[src/rtl/pipe_hazard_ctrl.sv]
// -----------------------------------------------------------------------------
// pipe_hazard_ctrl
//   Central stall/flush controller for the 5-stage pipeline (PC, IF/ID, ID/EX,
//   EX/MEM, MEM/WB). It detects load-use hazards, taken branches/jumps and
//   data-memory wait, and drives the per-stage enable/flush lines. The pipe
//   registers sample on the falling edge, while this block updates on the
//   rising edge, so its Mealy outputs settle half a cycle before they are used.
//
// Ports
//   clk, reset                    clock (rising edge), async active-low reset
//   id_rs, id_rt, id_uses_rt      source operands of the instruction in ID
//   ex_mem_read, ex_rt            load in EX and its destination register
//   branch_taken, jump            control transfer resolved/decoded in ID
//   mem_busy                      data memory not ready this cycle
//   pc_en, *_en, *_flush          stage enables and NOP/bubble inserts
//   state                         0=RUN 1=LOAD_STALL 2=MEM_WAIT
//   stall_count                   saturating count of cycles with pc_en==0
//   watchdog_err                  sticky memory-timeout flag
// -----------------------------------------------------------------------------
module pipe_hazard_ctrl #(
  parameter int REG_W        = 5,
  parameter int CNT_W        = 16,
  parameter int MAX_MEM_WAIT = 15
) (
  input  logic             clk,
  input  logic             reset,
  input  logic [REG_W-1:0] id_rs,
  input  logic [REG_W-1:0] id_rt,
  input  logic             id_uses_rt,
  input  logic             ex_mem_read,
  input  logic [REG_W-1:0] ex_rt,
  input  logic             branch_taken,
  input  logic             jump,
  input  logic             mem_busy,
  output logic             pc_en,
  output logic             ifid_en,
  output logic             ifid_flush,
  output logic             idex_en,
  output logic             idex_flush,
  output logic             exmem_en,
  output logic             memwb_en,
  output logic [1:0]       state,
  output logic [CNT_W-1:0] stall_count,
  output logic             watchdog_err
);

  localparam logic [1:0] S_RUN  = 2'd0;
  localparam logic [1:0] S_LOAD = 2'd1;
  localparam logic [1:0] S_MEMW = 2'd2;

  localparam int WC_W = (MAX_MEM_WAIT < 1) ? 1 : $clog2(MAX_MEM_WAIT + 1);
  localparam logic [WC_W-1:0] WC_MAX = WC_W'(MAX_MEM_WAIT);

  logic [1:0]       r_state, w_nxt;
  logic [WC_W-1:0]  r_wait, w_wait_nxt;
  logic [CNT_W-1:0] r_stall_cnt;
  logic             r_wd;
  logic             w_load_use;
  logic             w_pc, w_ifid, w_ifid_fl, w_idex, w_idex_fl, w_exmem, w_memwb;

  // Register 0 is hardwired zero, so a load targeting it never creates a hazard.
  assign w_load_use = ex_mem_read && (ex_rt != '0) &&
                      ((ex_rt == id_rs) || (id_uses_rt && (ex_rt == id_rt)));

  // Unused code 3 falls through every state test below and acts as RUN.
  always_comb begin
    w_pc       = 1'b1;
    w_ifid     = 1'b1;
    w_ifid_fl  = 1'b0;
    w_idex     = 1'b1;
    w_idex_fl  = 1'b0;
    w_exmem    = 1'b1;
    w_memwb    = 1'b1;
    w_nxt      = S_RUN;
    w_wait_nxt = '0;
    if (mem_busy) begin
      w_pc    = 1'b0;
      w_ifid  = 1'b0;
      w_idex  = 1'b0;
      w_exmem = 1'b0;
      w_memwb = 1'b0;
      w_nxt   = S_MEMW;
      if (r_state == S_MEMW)
        w_wait_nxt = (r_wait >= WC_MAX) ? r_wait : r_wait + WC_W'(1);
      else
        w_wait_nxt = WC_W'(1);
    end else if (w_load_use && (r_state != S_LOAD)) begin
      // One bubble per load: the stalled instruction re-presents the same
      // hazard next cycle, which LOAD_STALL deliberately ignores.
      w_pc      = 1'b0;
      w_ifid    = 1'b0;
      w_idex_fl = 1'b1;
      w_nxt     = S_LOAD;
    end else if (branch_taken || jump) begin
      w_ifid_fl = 1'b1;
    end
  end

  // Reset forces every enable and flush low regardless of inputs.
  assign pc_en        = reset & w_pc;
  assign ifid_en      = reset & w_ifid;
  assign ifid_flush   = reset & w_ifid_fl;
  assign idex_en      = reset & w_idex;
  assign idex_flush   = reset & w_idex_fl;
  assign exmem_en     = reset & w_exmem;
  assign memwb_en     = reset & w_memwb;
  assign state        = r_state;
  assign stall_count  = r_stall_cnt;
  assign watchdog_err = r_wd;

  always_ff @(posedge clk or negedge reset) begin
    if (!reset) begin
      r_state     <= S_RUN;
      r_wait      <= '0;
      r_stall_cnt <= '0;
      r_wd        <= 1'b0;
    end else begin
      r_state <= w_nxt;
      r_wait  <= w_wait_nxt;
      if (!w_pc && (r_stall_cnt != '1))
        r_stall_cnt <= r_stall_cnt + CNT_W'(1);
      if (mem_busy && (w_wait_nxt >= WC_MAX))
        r_wd <= 1'b1;
    end
  end

endmodule
[config.mk]
export PLATFORM = sky130hd
export DESIGN_NAME = pipe_hazard_ctrl
export DESIGN_NICKNAME = d
export VERILOG_FILES = /design/src/rtl/pipe_hazard_ctrl.sv
export SDC_FILE = /design/constraint.sdc
export NUM_CORES = 1
export LEC_CHECK = 0
export ABC_CLOCK_PERIOD_IN_PS = 2400
export CORE_MARGIN = 4
export CORE_UTILIZATION = 44
export CTS_CLUSTER_DIAMETER = 120
export DETAILED_ROUTE_END_ITERATION = 7
export GPL_TIMING_DRIVEN = 0
export MAX_ROUTING_LAYER = met4
export PLACE_DENSITY = 0.79
export RECOVER_POWER = 50
export SYNTH_ARGS = -nofsm -noshare
export SYNTH_HDL_FRONTEND = slang
export SYNTH_SLANG_ARGS = --single-unit
[constraint.sdc]
create_clock -name clk -period 2.4 [get_ports clk]
set_input_delay 0.36 -clock clk [delete_from_list [all_inputs] [get_ports clk]]
set_output_delay 0.36 -clock clk [all_outputs]
set_load 0.02 [all_outputs]
# Word level (Yosys, flattened, before mapping)
# Index checks and enable logic that the tools add are counted.
[classes]
n_addsub = 2
order_cmp = 2
eq_ne = 5
n_mux = 13
n_bitwise = 4
n_reduce_logical = 10
[ops]
columns = ["cell", "n"]
rows = [
  ["16-bit by 1-bit adder with 16-bit output (second input constant)", 1],
  ["16-bit inequality test (second input constant)", 1],
  ["4-bit 2-to-1 mux", 3],
  ["5-bit equality test", 2],
  ["1-bit 2-to-1 mux", 9],
  ["4-bit >= comparator (second input constant)", 2],
  ["1-bit logical AND", 6],
  ["5-bit nonzero test", 1],
  ["4-bit by 1-bit adder with 4-bit output (second input constant)", 1],
  ["1-bit AND", 4],
  ["2-bit equality test (second input constant)", 1],
  ["1-bit logical OR", 2],
  ["2-bit 2-to-1 mux", 1],
  ["2-bit by 1-bit inequality test with 1-bit output (second input constant)", 1],
  ["1-bit zero test", 1],
]
[totals]
register_bits = 23
inputBits = 22
out_inout_bits = 26
word_cells = 40

# Longest topological paths before layout
# Gate-level depths: netlist of run 1.
[depth]
word_depth = 9
depth_mapped = 8
mapped_depth_nobuf = 7

# Least setup slack after synthesis of run 1
# OpenSTA, ideal clock, no wires.
[synth_path]
path_kind = "reg-to-reg"
start = "register r_stall_cnt[6], in the netlist stall_count[6]"
end = "register r_stall_cnt[1], in the netlist stall_count[1]"
setup_ns = 0.125
t_arrival_ns = 1.764
t_required_ns = 2.275
slack_ns = 0.511
path_stages_with_launch = 7
path_buffers = 1
synth_period_minus_slack_ns = 1.889
path_cell_list = "dfrtp_1 -> nand4_2 -> nor4_4 -> nand2_1 -> a31o_1 -> buf_6 -> mux2_4"
[synth_via]
elab_chain_len = 2
[synth_lines]
columns = ["item", "line", "text"]
rows = [
  ["start: declaration", "56", "logic [CNT_W-1:0] r_stall_cnt;"],
  ["start signal: assignment", "121", "r_stall_cnt <= r_stall_cnt + CNT_W'(1);"],
  ["16-bit inequality test", "120", "if (!w_pc && (r_stall_cnt != '1))"],
  ["1-bit logical AND", "120", ""],
]
# No other way between the ends.
# A chain may end at the register's enable or synchronous reset.

# Final worst setup path of run 1
[layout_path]
start = "input id_rs[2]"
end = "output pc_en"
[layout_via]
elab_chain_len = 7
[layout_lines]
columns = ["item", "line", "text"]
rows = [
  ["start: declaration", "27", "input logic [REG_W-1:0] id_rs,"],
  ["5-bit equality test", "63", "((ex_rt == id_rs) || (id_uses_rt && (ex_rt == id_rt)));"],
  ["1-bit logical OR", "63", ""],
  ["1-bit logical AND", "62", "assign w_load_use = ex_mem_read && (ex_rt != '0) &&"],
  ["1-bit logical AND", "87", "end else if (w_load_use && (r_state != S_LOAD)) begin"],
  ["1-bit 2-to-1 mux", "87", ""],
  ["1-bit 2-to-1 mux", "76", "if (mem_busy) begin"],
  ["1-bit AND", "100", "assign pc_en = reset & w_pc;"],
  ["end: declaration", "35", "output logic pc_en,"],
]
# No other way between the ends.

==> results of run 1 <==
==> Yosys cell counts, types with 2 or more instances <==
master	instances	area [µm²]
dfrtp_1	23	576
nand2_1	18	67.6
xnor2_1	18	158
nor2_1	9	33.8
nand3_1	7	35.0
nor3_1	6	30.0
inv_1	5	18.8
nand4_1	4	25.0
xor2_1	4	35.0
a21oi_1	3	15.0
a31oi_1	3	18.8
buf_4	3	22.5
mux2_2	3	33.8
and2_1	2	12.5
ha_1	2	25.0
nor4_1	2	12.5
o21a_1	2	15.0
o21ai_0	2	10.0
or2_2	2	12.5
==> through the flow <==
step	instances	power [µW]	setup WS, ns	utilization (%)	instance area [µm²]
2_1_floorplan	134	758	0.511	-	1310
4_1_cts	217	1150	0.00513	65.8	1850
6_report	217	1150	0.117	66.1	1850
5_1_grt	217	1210	0.0163	66.1	1850
3_5_place_dp	212	976	-0.865	64.8	1820
3_3_place_gp	212	964	-0.852	64.8	1820
==> cell families after synthesis <==
kind of cell / Yosys count / share of synthesized area (%)
buffers and inverters: 9 / 4.02
adder cells (fa/ha/maj): 2 / 1.91
flip-flops: 23 / 44.0
multiplexers: 5 / 4.50
AND/OR/NAND/NOR: 56 / 22.1
XOR/XNOR: 22 / 14.7
AO/OA/AOI/OAI: 17 / 8.71
==> final timing paths <==
path | startpoint | end | slack [ns] | cells after the start
setup / recovery | id_rs[2] | pc_en | 0.12 | 8
hold / removal | reset | stall_count[0] | -0.008 | 1
setup reg to reg | stall_count[6] | stall_count[1] | 0.45 | 6
hold reg to reg | watchdog_err | watchdog_err | 0.49 | 1
max in group asynchronous | reset | stall_count[10] | 2.05 | 1
min in group clk | watchdog_err | watchdog_err | 0.49 | 1
==> state kept, by name, summed over array words and instances, names as in the netlist <==
register / cells
stall_count: 16
r_wait: 4
state: 2
watchdog_err: 1
==> worst max-delay path, stage by stage <==
cell and delay [ns]:
clkdlybuf4s50_1 0.48, xnor2_1 0.12, nand2_1 0.09, o22ai_2 0.21, nand2_2 0.09, and2_1 0.17
buf_4 0.13, clkdlybuf4s15_1 0.27
==> where the power goes <==
group | total [µW] | internal (µW) | switching [µW] | leakage, µW
clock network | 180 | 62.3 | 118 | 0.0000177
registers | 531 | 450 | 81.5 | 0.000298
logic | 435 | 230 | 205 | 0.000480
total | 1150 | 742 | 405 | 0.000795
==> final cells by class <==
type	instances	share of cell area, %
Buffer	4	1.82
Multi-Input combinational cell	102	37.5
Inverter	5	1.01
Tap cell	31	2.09
Timing Repair Buffer	48	25.1
Clock buffer	3	1.22
Sequential cell	23	31.1
Clock inverter	1	0.270
==> layout by cell type (no fill, tap or decap), drive strengths merged, types with 6 or more instances in the layout <==
cell type,Yosys,routed
dfrtp,23,23
xnor2,18,18
nor2,9,9
buf,4,6
nor3,6,6
nand2,18,18
dlygate4sd3,0,6
nand3,7,7
clkdlybuf4s50,0,31
dlygate4sd2,0,7
==> layer usage <==
| layer | vias up | wire [µm] | track usage (%) |
|---|---|---|---|
| li1 | 569 | - | - |
| met1 | 566 | 1440 | 19.2 |
| met2 | 40 | 1560 | 30.0 |
| met3 | 2 | 173 | 4.50 |
| met4 | 0 | 17 | 3.31 |
| met5 | - | 0 | - |
==> what timing repair did <==
item	in CTS	in global routing
pin swaps	2	1
setup buffers	1	0
setup endpoints to repair	7	5
hold buffers	0	0
resized for setup	14	6
hold endpoints to repair	0	0
==> out/metrics.yaml, run 1 <==
status: "finished, violations left"
violations: "hold timing"
dieArea_um2: 3910
skew_ns: 0.0117
core_um2: 2810
io_buffers: 47
ys_async_sr_fraction_pct: 100
fmax_mhz: 438
peakVddDrop_mv: 0.620
crit_path_end_kind: "primary output"
hold_class: "primary input to async pin"
clk_latency_ns: 0.32
drc_errors: 0
ios: 48
yosysWarnings: 0
grt_max_degree: 25
leakagePower_uw: 0.000795
n_antenna_cell: 0
track_usage_pct: 16.9
setup.worst_path.class: "primary input to primary output"
fin_nets: 211
dp_hpwl_um: 2510
multiInputGateArea_um2: 694
synth_edf_count: 0
clk_pin_slew_ns: 0.13
rsz0062_at_grt: "no"
num_vias: 1177
routed_wl_um: 3190
cp.arrival_ns: 1.92
tritoncts: "built"
gp_congestion: 0.809
tightest_slew_ns: 0.516
tns_ns: 0
cp_max_fo: 3
viasPerCell: 5.42
drt_iter0_markers: 38
area_delta_synth_final_pct: 41.7
syn_inst: 134
fp.dieW_um: 62.5
drt_pre_antenna_iters: 4
cts_buffers: 3
fin_crit_ns: 2.28
synth_nets: 158
cts_sinks: 23
fill_cells: 245
antenna_found_initial: 0
synth.distinct_cells: 35
synth_area_per_cell_um2: 9.76
hold_slack_ns: -0.00846
h-tree-depth: 1
finalCritPeriodShare_pct: 95.1
grt_pass1_wl_um: 5310
drv_cap: 0
initial_core_util_pct: 46.6
final_max_slew_viol_count: 0
wl_per_cell_um: 14.7
finalSetupViolations: 0
register_area_um2: 576
ys_ff_latch: 23
p_per_area_nw_per_um2: 619
drive_above_1_share_pct: 13.4
hold_viol: 13
cp.required_ns: 2.04
antenna_left: 0
rows: 19
dieHeight_um: 62.5
grt_pass1_vias: 1223
cts_buffer_depth: 2
netlist_area_um2: 1310
seq_area_frac_synth_pct: 44.0
grt_overflow: 0
synthFlopType: "dfrtp_1"
maxSlewHeadroom_pct: 65.6
cp-start-kind: "primary input"
cts.root.buffer_cell: "clkbuf_4"
Note: power is estimated with default switching activity, not from simulation.
==> run 2: changes to the inputs <==
--- a/config.mk
+++ b/config.mk
@@ -17,3 +17,4 @@
 export SYNTH_ARGS = -nofsm -noshare
 export SYNTH_HDL_FRONTEND = slang
 export SYNTH_SLANG_ARGS = --single-unit
+export TNS_END_PERCENT = 20
==> run 2 against run 1 <==
The run still ends with hold timing left. Utilization shrank 0.49 points. Global-route usage down 0.12 points. Die area unchanged. Via count shrank 0.17%. Worst setup slack better by 0.021 ns. Flip-flop and latch count did not move. Combinational power about the same. Worst hold slack better by 0.0024 ns. Clock-buffer cell count unchanged. Critical path type unchanged. Highest routed layer unchanged.
==> out/metrics.yaml, run 2 (synthesis results as in run 1) <==
routed_wl_um: 3170
cp.required_ns: 2.04
wl_per_cell_um: 14.6
use_met1_pct: 19.1
fill_cells: 247
fp.dieW_um: 62.5
setup.worst_path.class: "primary input to primary output"
hold_viol: 13
antenna_found_initial: 0
p_per_area_nw_per_um2: 621
dieArea_um2: 3910
num_vias: 1175
n_antenna_cell: 0
h-tree-depth: 1
drt_iter0_markers: 36
gr-usage-met2_pct: 29.7
grt_overflow: 0
drive_above_1_share_pct: 14.0
violations: "hold timing"
finalCritPeriodShare_pct: 94.2
ios: 48
cts_buffer_depth: 2
peakVddDrop_mv: 0.618
dp_hpwl_um: 2510
rr_worst_depth: 6
initial_core_util_pct: 46.6
cts_buffers: 3
cts.root.buffer_cell: "clkbuf_4"
dp.cells: 212
crit_start: "id_rs[2]"
maxSlewHeadroom_pct: 65.6
skew_ns: 0.0101
gp_congestion: 0.809
status: "finished, violations left"
grt_max_degree: 25
fin_util_pct: 65.6
crit_path_end_kind: "primary output"
leakagePower_uw: 0.000795
area_delta_synth_final_pct: 40.7
cp-start-kind: "primary input"
tightest_slew_ns: 0.516
grt_pass1_wl_um: 5260
fmax_mhz: 442
endpoint: "ifid_en"
rsz0062_at_grt: "no"
clk_pin_slew_ns: 0.13
register_area_um2: 576
cts_sinks: 23
drv_cap: 0
finalSetupViolations: 0
rows: 19
hold_class: "primary input to async pin"
rr_endpoint: "stall_count[1]"
final_cells: 217
largest_reg_flops: 16
final_common_cell: "clkdlybuf4s50_1"
dieHeight_um: 62.5
final_cell_mix: "clkdlybuf4s50_1 (31), dfrtp_1 (23), xnor2_1 (18)"
hold_slack_ns: -0.00602
clk_latency_ns: 0.31
grt-busiest-layer: "met2"
reg2reg_slack_ns: 0.46
reg2reg_from: "stall_count[6]"
use_met3_pct: 4.50
tritoncts: "built"
drc_errors: 0
multiInputGateArea_um2: 691
viasPerCell: 5.41
antenna_left: 0
total_power_uw: 1140
cts_hold_buf: 0
fin_crit_ns: 2.26
io_buffers: 47
final_max_slew_viol_count: 0
drt_pre_antenna_iters: 4
grt_pass1_vias: 1213
track_usage_pct: 16.8
fin_nets: 211
cp.arrival_ns: 1.90
cp_max_fo: 4
core_um2: 2810
## run 2: cell count changes in the layout (fill, tap and decap cells not counted)
cell             previous run  this run
clkbuf_2                    0         2
clkdlybuf4s15_1             2         0
a21oi_1                     2         3
a21oi_2                     1         0
## run 2: critical path, stage by stage
cell	delay [ns]
clkdlybuf4s50_1	0.48
xnor2_1	0.12
nand2_1	0.09
o22ai_2	0.25
nand2_2	0.10
and2_1	0.18
dlygate4sd2_1	0.32
## run 2: routing by layer
layer / part of all wire [%] / wire length, µm
met4: 0.54 / 17
met2: 48 / 1530
met5: 0 / 0
met3: 5.5 / 175
met1: 46 / 1440
## run 2: worst min-delay path by stage
stage	end	slack, ns	depth (start not counted)	start
2_1_floorplan	r_wait[0]	0.06	0	reset
3_3_place_gp	watchdog_err	0.46	1	watchdog_err
3_5_place_dp	watchdog_err	0.47	1	watchdog_err
4_1_cts	stall_count[0]	0.12	1	reset
5_1_grt	stall_count[0]	0.03	1	reset
6_report	stall_count[0]	-0.006	1	reset
## run 2: what timing repair did
| item | 4_1_cts | 5_1_grt |
|---|---|---|
| resized for setup | 15 | 6 |
| pin swaps | 2 | 1 |
| endpoints found under the setup margin | 7 | 5 |
| endpoints found under the hold margin | 0 | 0 |
| gates cloned | 0 | 0 |
| buffers inserted | 0 | 1 |
## run 2: power by group
group          switching (µW)  internal, µW
logic                     204           229
registers                81.2           450
clock network             117          62.3
total                     402           741
## run 2: area by class of cell
type	count	share of cell area, %
Tap cell	31	2.11
Clock inverter	1	0.272
Inverter	5	1.02
Timing Repair Buffer	48	24.7
Clock buffer	3	1.22
Multi-Input combinational cell	102	37.6
Buffer	4	1.84
Sequential cell	23	31.3
## run 2: through the flow
| step | setup WS, ns | TNS, ns | cell area [µm²] |
|---|---|---|---|
| 6_report | 0.139 | 0 | 1840 |
| 5_1_grt | 0.0359 | 0 | 1840 |
| 4_1_cts | -0.00304 | -0.00304 | 1840 |
| 3_5_place_dp | -0.865 | -5.14 | 1820 |
| 3_3_place_gp | -0.852 | -4.92 | 1820 |
| 2_1_floorplan | 0.511 | 0 | 1310 |
==> run 3: changes to the inputs <==
--- a/config.mk
+++ b/config.mk
@@ -5,7 +5,6 @@
 export SDC_FILE = /design/constraint.sdc
 export NUM_CORES = 1
 export LEC_CHECK = 0
-export ABC_CLOCK_PERIOD_IN_PS = 2400
 export CORE_MARGIN = 4
 export CORE_UTILIZATION = 44
 export CTS_CLUSTER_DIAMETER = 120
==> results of run 3 <==
The final DEF is identical to that of run 2; final timing and power are the same.
